**src/rtl/alarm_pkg.sv**
```systemverilog
// Shared alarm state codes, also decoded by the LCD/SEG display logic.
package alarm_pkg;

  typedef enum logic [2:0] {
    DISARMED = 3'd0,
    ARMED    = 3'd1,
    ENTRY    = 3'd2,
    ALARM    = 3'd3,
    SILENCED = 3'd4
  } state_e;

endpackage

```
**src/rtl/alarm_timer.sv**
```systemverilog
// Loadable down-counter shared by the entry delay and the siren duration.
module alarm_timer #(
  parameter int unsigned W = 4
) (
  input  logic         clk_2,
  input  logic         reset_n,
  input  logic         load,
  input  logic         en,
  input  logic [W-1:0] val,
  output logic         zero
);

  logic [W-1:0] cnt;

  always_ff @(posedge clk_2 or negedge reset_n) begin
    if (!reset_n) begin
      cnt <= '0;
    end else if (load) begin
      cnt <= val;
    end else if (en && cnt != '0) begin
      cnt <= cnt - 1'b1;
    end
  end

  assign zero = (cnt == '0);

endmodule

```
**src/rtl/zone_alarm_ctrl.sv**
```systemverilog
// Multi-zone intrusion alarm: delayed entry zone 0, timed siren, latched cause mask.
// Optional first-zone capture register enabled by ZONE_ALARM_FIRST_ZONE_EN.
module zone_alarm_ctrl #(
  parameter int unsigned NZONES     = 4,
  parameter int unsigned ENTRY_DLY  = 5,
  parameter int unsigned SIREN_TIME = 8
) (
  input  logic                      clk_2,
  input  logic                      reset_n,
  input  logic                      arm,
  input  logic                      disarm,
  input  logic [NZONES-1:0]         zone_open,
  input  logic [NZONES-1:0]         bypass,
  output logic                      armed,
  output logic                      entry_warn,
  output logic                      siren,
  output logic                      arm_fail,
  output logic [NZONES-1:0]         cause,
  output logic [$clog2(NZONES)-1:0] first_zone,
  output logic [2:0]                state_o
);

  import alarm_pkg::*;

  localparam int unsigned T_MAX = (ENTRY_DLY > SIREN_TIME) ? ENTRY_DLY : SIREN_TIME;
  localparam int unsigned CNT_W = $clog2(T_MAX + 1);
  // Timer is loaded with N-1 so the zero flag marks the last cycle of an N-cycle interval.
  localparam logic [CNT_W-1:0] ENTRY_LD = CNT_W'(ENTRY_DLY - 1);
  localparam logic [CNT_W-1:0] SIREN_LD = CNT_W'(SIREN_TIME - 1);

  state_e            state_q, state_d;
  logic [NZONES-1:0] act;
  logic              hi_act;
  logic [NZONES-1:0] cause_d;
  logic              arm_fail_d;
  logic              t_load, t_en, t_zero;
  logic [CNT_W-1:0]  t_val;

  assign act    = zone_open & ~bypass;
  assign hi_act = |act[NZONES-1:1];

  alarm_timer #(.W(CNT_W)) u_timer (
    .clk_2   (clk_2),
    .reset_n (reset_n),
    .load    (t_load),
    .en      (t_en),
    .val     (t_val),
    .zero    (t_zero)
  );

  always_comb begin
    state_d    = state_q;
    cause_d    = cause;
    arm_fail_d = 1'b0;
    t_load     = 1'b0;
    t_en       = 1'b0;
    t_val      = '0;
    if (state_q inside {ENTRY, ALARM, SILENCED}) cause_d = cause | act;
    if (disarm) begin
      state_d = DISARMED;
    end else begin
      case (state_q)
        DISARMED: begin
          if (arm) begin
            if (act == '0) begin
              state_d = ARMED;
              cause_d = '0;
            end else begin
              arm_fail_d = 1'b1;
            end
          end
        end
        ARMED: begin
          if (hi_act) begin
            state_d = ALARM;
            t_load  = 1'b1;
            t_val   = SIREN_LD;
            cause_d = cause | act;
          end else if (act[0]) begin
            state_d = ENTRY;
            t_load  = 1'b1;
            t_val   = ENTRY_LD;
            cause_d = cause | act;
          end
        end
        ENTRY: begin
          if (hi_act || t_zero) begin
            state_d = ALARM;
            t_load  = 1'b1;
            t_val   = SIREN_LD;
          end else begin
            t_en = 1'b1;
          end
        end
        ALARM: begin
          if (t_zero) state_d = SILENCED;
          else        t_en    = 1'b1;
        end
        SILENCED: begin
          if (|(act & ~cause)) begin
            state_d = ALARM;
            t_load  = 1'b1;
            t_val   = SIREN_LD;
          end
        end
        default: state_d = DISARMED;
      endcase
    end
  end

  always_ff @(posedge clk_2 or negedge reset_n) begin
    if (!reset_n) begin
      state_q    <= DISARMED;
      armed      <= 1'b0;
      entry_warn <= 1'b0;
      siren      <= 1'b0;
      arm_fail   <= 1'b0;
      cause      <= '0;
    end else begin
      state_q    <= state_d;
      armed      <= (state_d != DISARMED);
      entry_warn <= (state_d == ENTRY);
      siren      <= (state_d == ALARM);
      arm_fail   <= arm_fail_d;
      cause      <= cause_d;
    end
  end

  assign state_o = state_q;

`ifdef ZONE_ALARM_FIRST_ZONE_EN
  localparam int unsigned FZ_W = $clog2(NZONES);

  logic [FZ_W-1:0] low_idx;

  always_comb begin
    low_idx = '0;
    for (int unsigned i = NZONES; i > 0; i--) begin
      if (act[i-1]) low_idx = FZ_W'(i - 1);
    end
  end

  always_ff @(posedge clk_2 or negedge reset_n) begin
    if (!reset_n) begin
      first_zone <= '0;
    end else if (state_q == DISARMED && state_d == ARMED) begin
      first_zone <= '0;
    end else if ((state_q == ARMED || state_q == ENTRY) && state_d == ALARM) begin
      first_zone <= low_idx;
    end
  end
`else
  assign first_zone = '0;
`endif

endmodule

```
**config.mk**
```make
export PLATFORM = sky130hd
export DESIGN_NAME = zone_alarm_ctrl
export DESIGN_NICKNAME = d
export VERILOG_FILES = /design/src/rtl/alarm_pkg.sv /design/src/rtl/alarm_timer.sv /design/src/rtl/zone_alarm_ctrl.sv
export SDC_FILE = /design/constraint.sdc
export NUM_CORES = 1
export LEC_CHECK = 0
export CAP_MARGIN = 10
export CELL_PAD_IN_SITES_DETAIL_PLACEMENT = 0
export CELL_PAD_IN_SITES_GLOBAL_PLACEMENT = 1
export CORE_MARGIN = 3
export CORE_UTILIZATION = 39
export CTS_CLUSTER_DIAMETER = 60
export DETAILED_ROUTE_END_ITERATION = 12
export GPL_TIMING_DRIVEN = 0
export PLACE_DENSITY_LB_ADDON = 0.2
export SETUP_SLACK_MARGIN = 0.02
export SYNTH_ARGS = -nofsm -noshare
export SYNTH_HDL_FRONTEND = slang
export SYNTH_SLANG_ARGS = --single-unit
```
**constraint.sdc**
```tcl
create_clock -name clk_2 -period 4.8 [get_ports clk_2]
set_input_delay 0.72 -clock clk_2 [delete_from_list [all_inputs] [get_ports clk_2]]
set_output_delay 0.72 -clock clk_2 [all_outputs]
set_load 0.05 [all_outputs]
```
==> run_results.csv, run 1 <==
group,metric,value,unit
clock_tree,cts_buffers,3,
timing,slew_violations,0,
power,powerDensity,421.5,nW/um^2
power,pwr-share-clk,0.140,
worst_setup_path,crit_fanout,9,
floorplanning,die_height,56.66,um
power,ir_worst_vdd,0.0002361,V
worst_setup_path,worstSetupPathType,"reg2out",
drt,viasPerCell,5.459,
floorplanning,die-area,3210,um^2
drt,dr_total_vias,857,
worst_setup_path,reg2reg_depth,7,
worst_setup_path,cp-start-kind,"flip-flop",
synthesis,synth.avg_cell_area,9.813,um^2
synthesis,netlist.top_cell.by_area,"dfrtp_1",
cells_and_area,area_growth,28.88,%
worst_setup_path,r2r_end,"u_timer.cnt[1]",
worst_setup_path,cp.depth,1,
drt,remaining_drc_errors,0,
synthesis,ys_seq_area_frac,0.3750,
clock_tree,clock_path_buffers,2,
worst_setup_path,crit_end,"state_o[2]",
clock_tree,cts_htree_levels,1,
global_route,grt_pass1_wl,4133,um
synthesis,syn_area,1001,um^2
worst_setup_path,endpoint_kind,"output port",
clock_tree,cts-root-buf,"clkbuf_4",
power,power_switching_share,0.4430,
timing,period_minus_slack,2.404,ns
synthesis,synth_warnings,0,
timing,finalCritPeriodShare,0.5009,
cells_and_area,layout_commonest_cell,"clkdlybuf4s50_1",
worst_setup_path,crit_arrival,1.68,ns
hold_path,min_path_type,"reg2reg",
synthesis,synth_seq_cells,15,
synthesis,synth_area_leaders,"dfrtp_1 38%, o41ai_2 4.9%, nand2b_1 3.8%, nor3b_1 3.8%, nor3b_2 3.8%",
worst_setup_path,crit_buf_inv,1,
clock_tree,clkLatencyLatePin,0.29,ns
synthesis,synth-edff-count,0,
timing,clock_skew,0.004222,ns
timing,final_hold_viol_count,0,
floorplanning,rows,17,
synthesis,synth_ff_type,"dfrtp_1",
drt,ant_nets,0,
drt,drt_wl_total,2312,um
timing,max_slew_margin,0.5233,
worst_setup_path,crit_family,"buffers and inverters",
clock_tree,cts_tree,"done",
worst_setup_path,worstSetupStartpoint,"state_o[2]",
cells_and_area,multi_input_area,579.3,um^2
power,p_leak,0.0005254,uW
timing,fmax,0.4159,GHz
synthesis,postSynthCellCount,102,
drt,dr.pass1.iters,4,
clock_tree,cts_resized,0,
clock_tree,cts_sinks,15,
worst_setup_path,crit_path_top_delay_cell,"clkdlybuf4s50_1",
cells_and_area,seqCellArea,375.4,um^2
timing,worst_pin_slew,0.7128,ns
floorplanning,die_w,56.66,um
cells_and_area,drive_gt1_frac,0.1628,
worst_setup_path,r2r_slack,2.92,ns
timing,rsz0062_at_grt,"no",
cells_and_area,final_cell_mix,"22 x clkdlybuf4s50_1, 15 x dfrtp_1, 6 x nand2b_1, 6 x nand2_1",
timing,finalSetupViolations,0,
global_route,grt_max_degree,16,
power,p_int,302.9,uW
cells_and_area,finalNetCount,143,
worst_setup_path,cp.required,4.08,ns
global_route,overflow,0,
clock_tree,post-cts-setup-buffers,0,
worst_setup_path,cp_slowest_stage_delay,0.87,ns
power,p_sw,240.9,uW
placed_design,routabilityCongestion,0.7738,
floorplanning,core,2318,um^2
clock_tree,cts_hold_repair.buffers,0,
global_route,antenna_found_initial,0,
drt,route.detailed.wl_per_inst,14.73,um
synthesis,yosysTopAreaCellShare,0.3750,
floorplanning,initial_core_util,0.4317,
worst_setup_path,r2r_start,"u_timer.cnt[0]",
status,outcome,"completed",
synthesis,async_flop_share,1.000,
timing,tns,0,ns
cells_and_area,n_fill_cell,209,
cells_and_area,antenna_cells,0,
placed_design,place_area,1260,um^2
cells_and_area,stdcell_area,1290,um^2
global_route,grt_pass1_vias,903,
drt,dr.first_iter.drc_count,8,
global_route,grt_usage,0.1641,
run,maxCapViolCount,0,
cells_and_area,utilization,0.5564,
clock_tree,cts.clk_slew.worst_paths,0.09,ns
floorplanning,ios,25,
placed_design,io_buffer_count,22,
worst_setup_path,path_cells,"clkdlybuf4s50_1",
placed_design,dp_hpwl,1797,um
power,p_comb_frac,0.504,
synthesis,synth_cell_types,42,
power,seqPwrFrac,0.356,
## power by group through the flow
stage               registers, uW  clock network (uW)  logic, uW
floorplan                     273                   0        109
global placement              194                   0        271
detailed placement            197                   0        275
CTS                           194                80.9        277
global route                  200                88.9        298
finish                        194                76.0        274
## sequential cells by signal (all words and copies together), names as in the netlist
| register | flops |
|---|---|
| armed | 1 |
| siren | 1 |
| u_timer.cnt | 4 |
| state_o | 3 |
| arm_fail | 1 |
| entry_warn | 1 |
| cause | 4 |
## layout make-up
| type | count | share of cell area |
|---|---|---|
| inverters | 5 | 0.01455 |
| clock buffers | 3 | 0.01746 |
| plain buffers | 4 | 0.02425 |
| well taps | 28 | 0.02716 |
| multi-input cells | 79 | 0.4491 |
| repair buffers | 22 | 0.1707 |
| clock inverters | 1 | 0.005820 |
| flip-flops and latches | 15 | 0.2910 |
## stage by stage
stage                     hold slack [ns]  total power [uW]  cells  worst slack (ns)
final                              0.5256             543.8    157             2.396
after global routing               0.5672             586.9    157             2.309
after CTS                          0.5309             552.3    157             2.386
after detailed placement           0.5057             471.8    153             2.270
after global placement             0.4913             464.8    153             2.288
after floorplan                    0.4244             382.1    103             2.907
## synthesized netlist by cell type (all sizes together), types with 3 or more instances
master,number
nand2,6
nor3,4
o41ai,3
and2,3
nor3b,8
a21oi,4
inv,5
nand2b,6
nor2b,3
o21ai,3
o211ai,4
buf,4
a21o,3
dfrtp,15
o21a,4
nor2,4
## worst min path at each step
stage	startpoint	endpoint	slack, ns	cells after the start
floorplan	reset_n	arm_fail	0.42	0
global route	cause[1]	cause[1]	0.57	1
CTS	cause[1]	cause[1]	0.53	1
detailed placement	cause[1]	cause[1]	0.51	1
global placement	u_timer.cnt[1]	u_timer.cnt[1]	0.49	2
finish	cause[0]	cause[0]	0.53	1
## metal layers
layer,vias to the layer above,wire length [um],GRT usage
li1,424,-,-
met2,17,1078,0.2525
met4,0,29,0.04068
met5,-,0,0
met1,412,1101,0.2216
met3,4,103,0.05287
## cell families (layout without fill, tap and decap cells)
logic type,Yosys count,after routing,synth area share
compound gates,30,30,0.2488
xor+xnor,3,3,0.02625
fa+ha+maj,1,1,0.01250
buf+inv,9,35,0.04999
flops,15,15,0.3750
other cells,1,2,0.003746
simple gates,43,43,0.2838
Note: power is estimated with default switching activity, not from simulation.
==> inputs of run 2 (changes only) <==
--- a/config.mk
+++ b/config.mk
@@ -9,7 +9,7 @@
 export CELL_PAD_IN_SITES_DETAIL_PLACEMENT = 0
 export CELL_PAD_IN_SITES_GLOBAL_PLACEMENT = 1
 export CORE_MARGIN = 3
-export CORE_UTILIZATION = 39
+export CORE_UTILIZATION = 36
 export CTS_CLUSTER_DIAMETER = 60
 export DETAILED_ROUTE_END_ITERATION = 12
 export GPL_TIMING_DRIVEN = 0
==> constraint.sdc (replaced) <==
create_clock -name clk_2 -period 2.4 [get_ports clk_2]
set_input_delay 0.36 -clock clk_2 [delete_from_list [all_inputs] [get_ports clk_2]]
set_output_delay 0.36 -clock clk_2 [all_outputs]
set_load 0.05 [all_outputs]
==> run_results.csv, run 2 (synthesized netlist as in run 1, its figures left out) <==
group,metric,value,unit
power,p_int,604.3,uW
worst_setup_path,cp_slowest_stage_delay,0.87,ns
floorplanning,initial_core_util,0.3899,
global_route,grt_usage,0.1595,
global_route,overflow,0,
worst_setup_path,r2r_slack,0.49,ns
drt,dr.first_iter.drc_count,17,
clock_tree,cts_hold_repair.buffers,0,
cells_and_area,finalNonFillerCells,159,
clock_tree,cts_sinks,15,
worst_setup_path,crit_fanout,9,
worst_setup_path,worstSetupPathType,"reg2out",
timing,finalSetupViolations,0,
power,p_comb_frac,0.505,
timing,worst_slack,0.3567,ns
cells_and_area,antenna_cells,0,
clock_tree,cts_tree,"done",
worst_setup_path,cp-start-kind,"flip-flop",
power,ir_worst_vdd,0.0005080,V
timing,fmax,0.4894,GHz
cells_and_area,layout_commonest_cell,"clkdlybuf4s50_1",
placed_design,dp_slack,0.1693,ns
timing,rsz0062_at_grt,"no",
power,p_sw,484.9,uW
worst_setup_path,path_cells,"clkdlybuf4s50_1",
floorplanning,rows,18,
global_route,antenna_found_initial,0,
timing,worst_pin_slew,0.7144,ns
placed_design,dp_hpwl,1843,um
worst_setup_path,cp.required,2.04,ns
power,p_total,1089,uW
timing,clock_skew,0.001750,ns
timing,period_minus_slack,2.043,ns
worst_setup_path,crit_buf_inv,1,
status,outcome,"completed",
cells_and_area,final_cell_mix,"22 x clkdlybuf4s50_1, 15 x dfrtp_1, 6 x nand2b_1, 6 x nand2_1",
power,p_leak,0.0005292,uW
placed_design,io_buffer_count,22,
cells_and_area,area_growth,28.88,%
drt,dr_total_vias,851,
clock_tree,post-cts-setup-buffers,0,
worst_setup_path,endpoint_kind,"output port",
drt,remaining_drc_errors,0,
timing,finalCritPeriodShare,0.8514,
hold_path,min_path_type,"in2async",
cells_and_area,finalNetCount,143,
worst_setup_path,crit_family,"buffers and inverters",
timing,slew_violations,0,
timing,final_hold_viol_count,0,
power,pwr-share-clk,0.140,
timing,max_slew_margin,0.5223,
cells_and_area,drive_gt1_frac,0.1628,
drt,route.detailed.wl_per_inst,15.08,um
clock_tree,cts.clk_slew.worst_paths,0.10,ns
global_route,grt_pass1_wl,4188,um
timing,tns,0,ns
run,maxCapViolCount,0,
clock_tree,cts_resized,0,
global_route,grt_max_degree,16,
floorplanning,core,2567,um^2
floorplanning,die-area,3449,um^2
clock_tree,clkLatencyLatePin,0.29,ns
floorplanning,die_height,58.73,um
worst_setup_path,crit_path_top_delay_cell,"clkdlybuf4s50_1",
placed_design,post-place-cells,155,
power,powerDensity,844.3,nW/um^2
clock_tree,cts-root-buf,"clkbuf_4",
floorplanning,ios,25,
drt,drt_wl_total,2398,um
drt,dr.pass1.iters,4,
global_route,grt_pass1_vias,850,
power,power_switching_share,0.4452,
clock_tree,clock_path_buffers,2,
clock_tree,cts_buffers,3,
drt,viasPerCell,5.352,
floorplanning,die_w,58.73,um
cells_and_area,utilization,0.5024,
clock_tree,cts_htree_levels,1,
worst_setup_path,crit_arrival,1.68,ns
drt,ant_nets,0,
placed_design,routabilityCongestion,0.7703,
power,seqPwrFrac,0.355,
==> run 2: path summary, 6_finish.rpt <==
path | cells after the start | start | to
max in group asynchronous | 1 | reset_n | siren
setup reg to reg | 7 | u_timer.cnt[0] | u_timer.cnt[1]
min in group clk_2 | 2 | u_timer.cnt[1] | u_timer.cnt[1]
setup / recovery | 1 | state_o[2] | state_o[2]
hold reg to reg | 2 | u_timer.cnt[1] | u_timer.cnt[1]
hold / removal | 1 | reset_n | cause[3]
==> run 2: final cells by class <==
| class | count | area (um^2) |
|---|---|---|
| Multi-Input combinational cell | 79 | 579.3 |
| Buffer | 4 | 31.28 |
| Clock inverter | 1 | 5.005 |
| Fill cell | 263 | 1277 |
| Clock buffer | 3 | 22.52 |
| Sequential cell | 15 | 375.4 |
| Tap cell | 30 | 37.54 |
| Inverter | 5 | 18.77 |
| Timing Repair Buffer | 22 | 220.2 |
==> run 2: per-layer routing <==
layer	vias to the layer above	global-route usage	wire length [um]
met3	5	0.02632	103
met2	18	0.2256	1051
met5	-	0	0
met4	0	0.05825	36
li1	429	-	-
met1	399	0.2415	1206
==> run 2: worst register-to-register path: stages (launching register included) <==
cell	delay, ns
dfrtp_1	0.41
inv_1	0.09
ha_1	0.16
nor3b_2	0.38
o41ai_2	0.14
a31o_1	0.28
and2_1	0.17
o31ai_1	0.18
==> run 2: through the flow <==
step / hold WS (ns) / area (um^2)
final: 0.4844 / 1290
after global routing: 0.5166 / 1290
after CTS: 0.5118 / 1290
after detailed placement: 0.5076 / 1262
after global placement: 0.4927 / 1262
after floorplan: 0.06441 / 1005
==> run 2: power by group through the flow <==
stage	registers (uW)	logic (uW)	clock network [uW]
floorplan	546	218	0
CTS	387	556	156
finish	387	550	152
global placement	387	544	0
global route	397	593	173
detailed placement	391	554	0
==> inputs of run 3 (changes only) <==
--- a/config.mk
+++ b/config.mk
@@ -12,7 +12,6 @@
 export CORE_UTILIZATION = 36
 export CTS_CLUSTER_DIAMETER = 60
 export DETAILED_ROUTE_END_ITERATION = 12
-export GPL_TIMING_DRIVEN = 0
 export PLACE_DENSITY_LB_ADDON = 0.2
 export SETUP_SLACK_MARGIN = 0.02
 export SYNTH_ARGS = -nofsm -noshare
==> run_results.csv, run 3 (synthesized netlist as in run 1, its figures left out) <==
group,metric,value,unit
status,outcome,"completed",
drt,dr.pass1.iters,4,
global_route,grt_pass1_vias,853,
floorplanning,core,2567,um^2
cells_and_area,drive_gt1_frac,0.1360,
timing,rsz0062_at_grt,"no",
timing,slew_violations,0,
timing,final_hold_viol_count,0,
worst_setup_path,crit_path_top_delay_cell,"clkdlybuf4s50_1",
drt,viasPerCell,5.548,
floorplanning,die-area,3449,um^2
worst_setup_path,endpoint_kind,"output port",
timing,holdWs,0.4729,ns
drt,dr.first_iter.drc_count,13,
floorplanning,initial_core_util,0.3899,
cells_and_area,area_growth,26.00,%
drt,dr_total_vias,860,
global_route,grt_use_met2,0.2240,
timing,worst_pin_slew,0.7132,ns
clock_tree,cts_htree_levels,1,
cells_and_area,finalNetCount,139,
placed_design,io_buffer_count,22,
worst_setup_path,cp-start-kind,"flip-flop",
worst_setup_path,crit_fanout,15,
drt,ant_nets,0,
global_route,overflow,0,
timing,period_minus_slack,2.259,ns
cells_and_area,antenna_cells,0,
power,ir_worst_vdd,0.0005650,V
timing,max_slew_margin,0.5230,
clock_tree,cts_resized,0,
clock_tree,cts_tree,"done",
hold_path,min_path_type,"in2async",
global_route,grtUsageMet1,0.2269,
worst_setup_path,cp_slowest_stage_delay,0.91,ns
floorplanning,die_w,58.73,um
clock_tree,clock_path_buffers,2,
worst_setup_path,crit_buf_inv,1,
placed_design,routabilityCongestion,0.7461,
floorplanning,ios,25,
drt,drt_wl_total,2459,um
clock_tree,cts_sinks,15,
placed_design,dp_hpwl,1826,um
clock_tree,cts-root-buf,"clkbuf_4",
global_route,grt_usage,0.1579,
cells_and_area,layout_commonest_cell,"clkdlybuf4s50_1",
worst_setup_path,crit_arrival,1.90,ns
clock_tree,post-cts-setup-buffers,0,
power,p_total,1086,uW
worst_setup_path,crit_family,"buffers and inverters",
worst_setup_path,path_cells,"clkdlybuf4s50_1",
floorplanning,die_height,58.73,um
timing,fmax,0.4427,GHz
worst_setup_path,worstSetupPathType,"reg2out",
global_route,top_usage_layer,"met1",
clock_tree,cts_hold_repair.buffers,0,
global_route,grt_max_degree,16,
timing,tns,0,ns
global_route,antenna_found_initial,0,
cells_and_area,n_fill_cell,269,
floorplanning,rows,18,
power,powerDensity,861.1,nW/um^2
clock_tree,cts_buffers,3,
drt,remaining_drc_errors,0,
cells_and_area,final_cell_mix,"22 x clkdlybuf4s50_1, 15 x dfrtp_1, 6 x nand2b_1, 6 x nand2_1",
global_route,grt_pass1_wl,4146,um
timing,finalCritPeriodShare,0.9411,
clock_tree,clkLatencyLatePin,0.30,ns
timing,finalSetupViolations,0,
global_route,grtUsageMet3,0.05702,
power,p_leak,0.0005033,uW
worst_setup_path,cp.required,2.04,ns
run,maxCapViolCount,0,
drt,route.detailed.wl_per_inst,15.86,um
clock_tree,cts.clk_slew.worst_paths,0.11,ns
timing,clock_skew,0.01074,ns
## run 3: cell types whose count changed in the layout (fill, tap and decap cells not counted), sizes merged
cell / before / now
clkinvlp: 0 / 1
buf: 4 / 0
clkinv: 1 / 0
## run 3: final timing paths
| path | from | end | slack (ns) | cells after the start |
|---|---|---|---|---|
| hold / removal | reset_n | cause[1] | 0.47 | 1 |
| min in group clk_2 | u_timer.cnt[1] | u_timer.cnt[1] | 0.53 | 2 |
| setup / recovery | state_o[0] | state_o[0] | 0.14 | 1 |
| hold reg to reg | u_timer.cnt[1] | u_timer.cnt[1] | 0.53 | 2 |
| setup reg to reg | u_timer.cnt[0] | u_timer.cnt[1] | 0.45 | 7 |
| max in group asynchronous | reset_n | u_timer.cnt[2] | 1.47 | 1 |
## run 3: routing by layer
metal  up-vias  routed length (um)
li1        419                   -
met5         -                   0
met3         4                 146
met1       417                1229
met4         0                  28
met2        20                1054
## run 3: cell type report
class                   count  area [um^2]  share of cell area
flip-flops and latches     15        375.4              0.2976
clock buffers               3        22.52             0.01786
inverters                   5        18.77             0.01488
well taps                  30        37.54             0.02976
multi-input cells          79        579.3              0.4593
clock inverters             1        7.507            0.005952
repair buffers             22        220.2              0.1746
## run 3: where the power goes
group / leakage [uW] / internal (uW) / switching (uW)
clock: 0.0000139 / 63.6 / 95.5
sequential: 0.000192 / 326 / 74.7
combinational: 0.000297 / 208 / 318
## run 3: through the flow
stage          area [um^2]  cells  worst slack (ns)    util
2_1_floorplan         1005    103            0.5685       -
5_1_grt               1261    155           0.06342  0.4912
6_report              1261    155            0.1413  0.4912
4_1_cts               1261    155            0.1280  0.4912
3_3_place_gp          1231    151            0.2106  0.4795
3_5_place_dp          1231    151            0.1946  0.4795
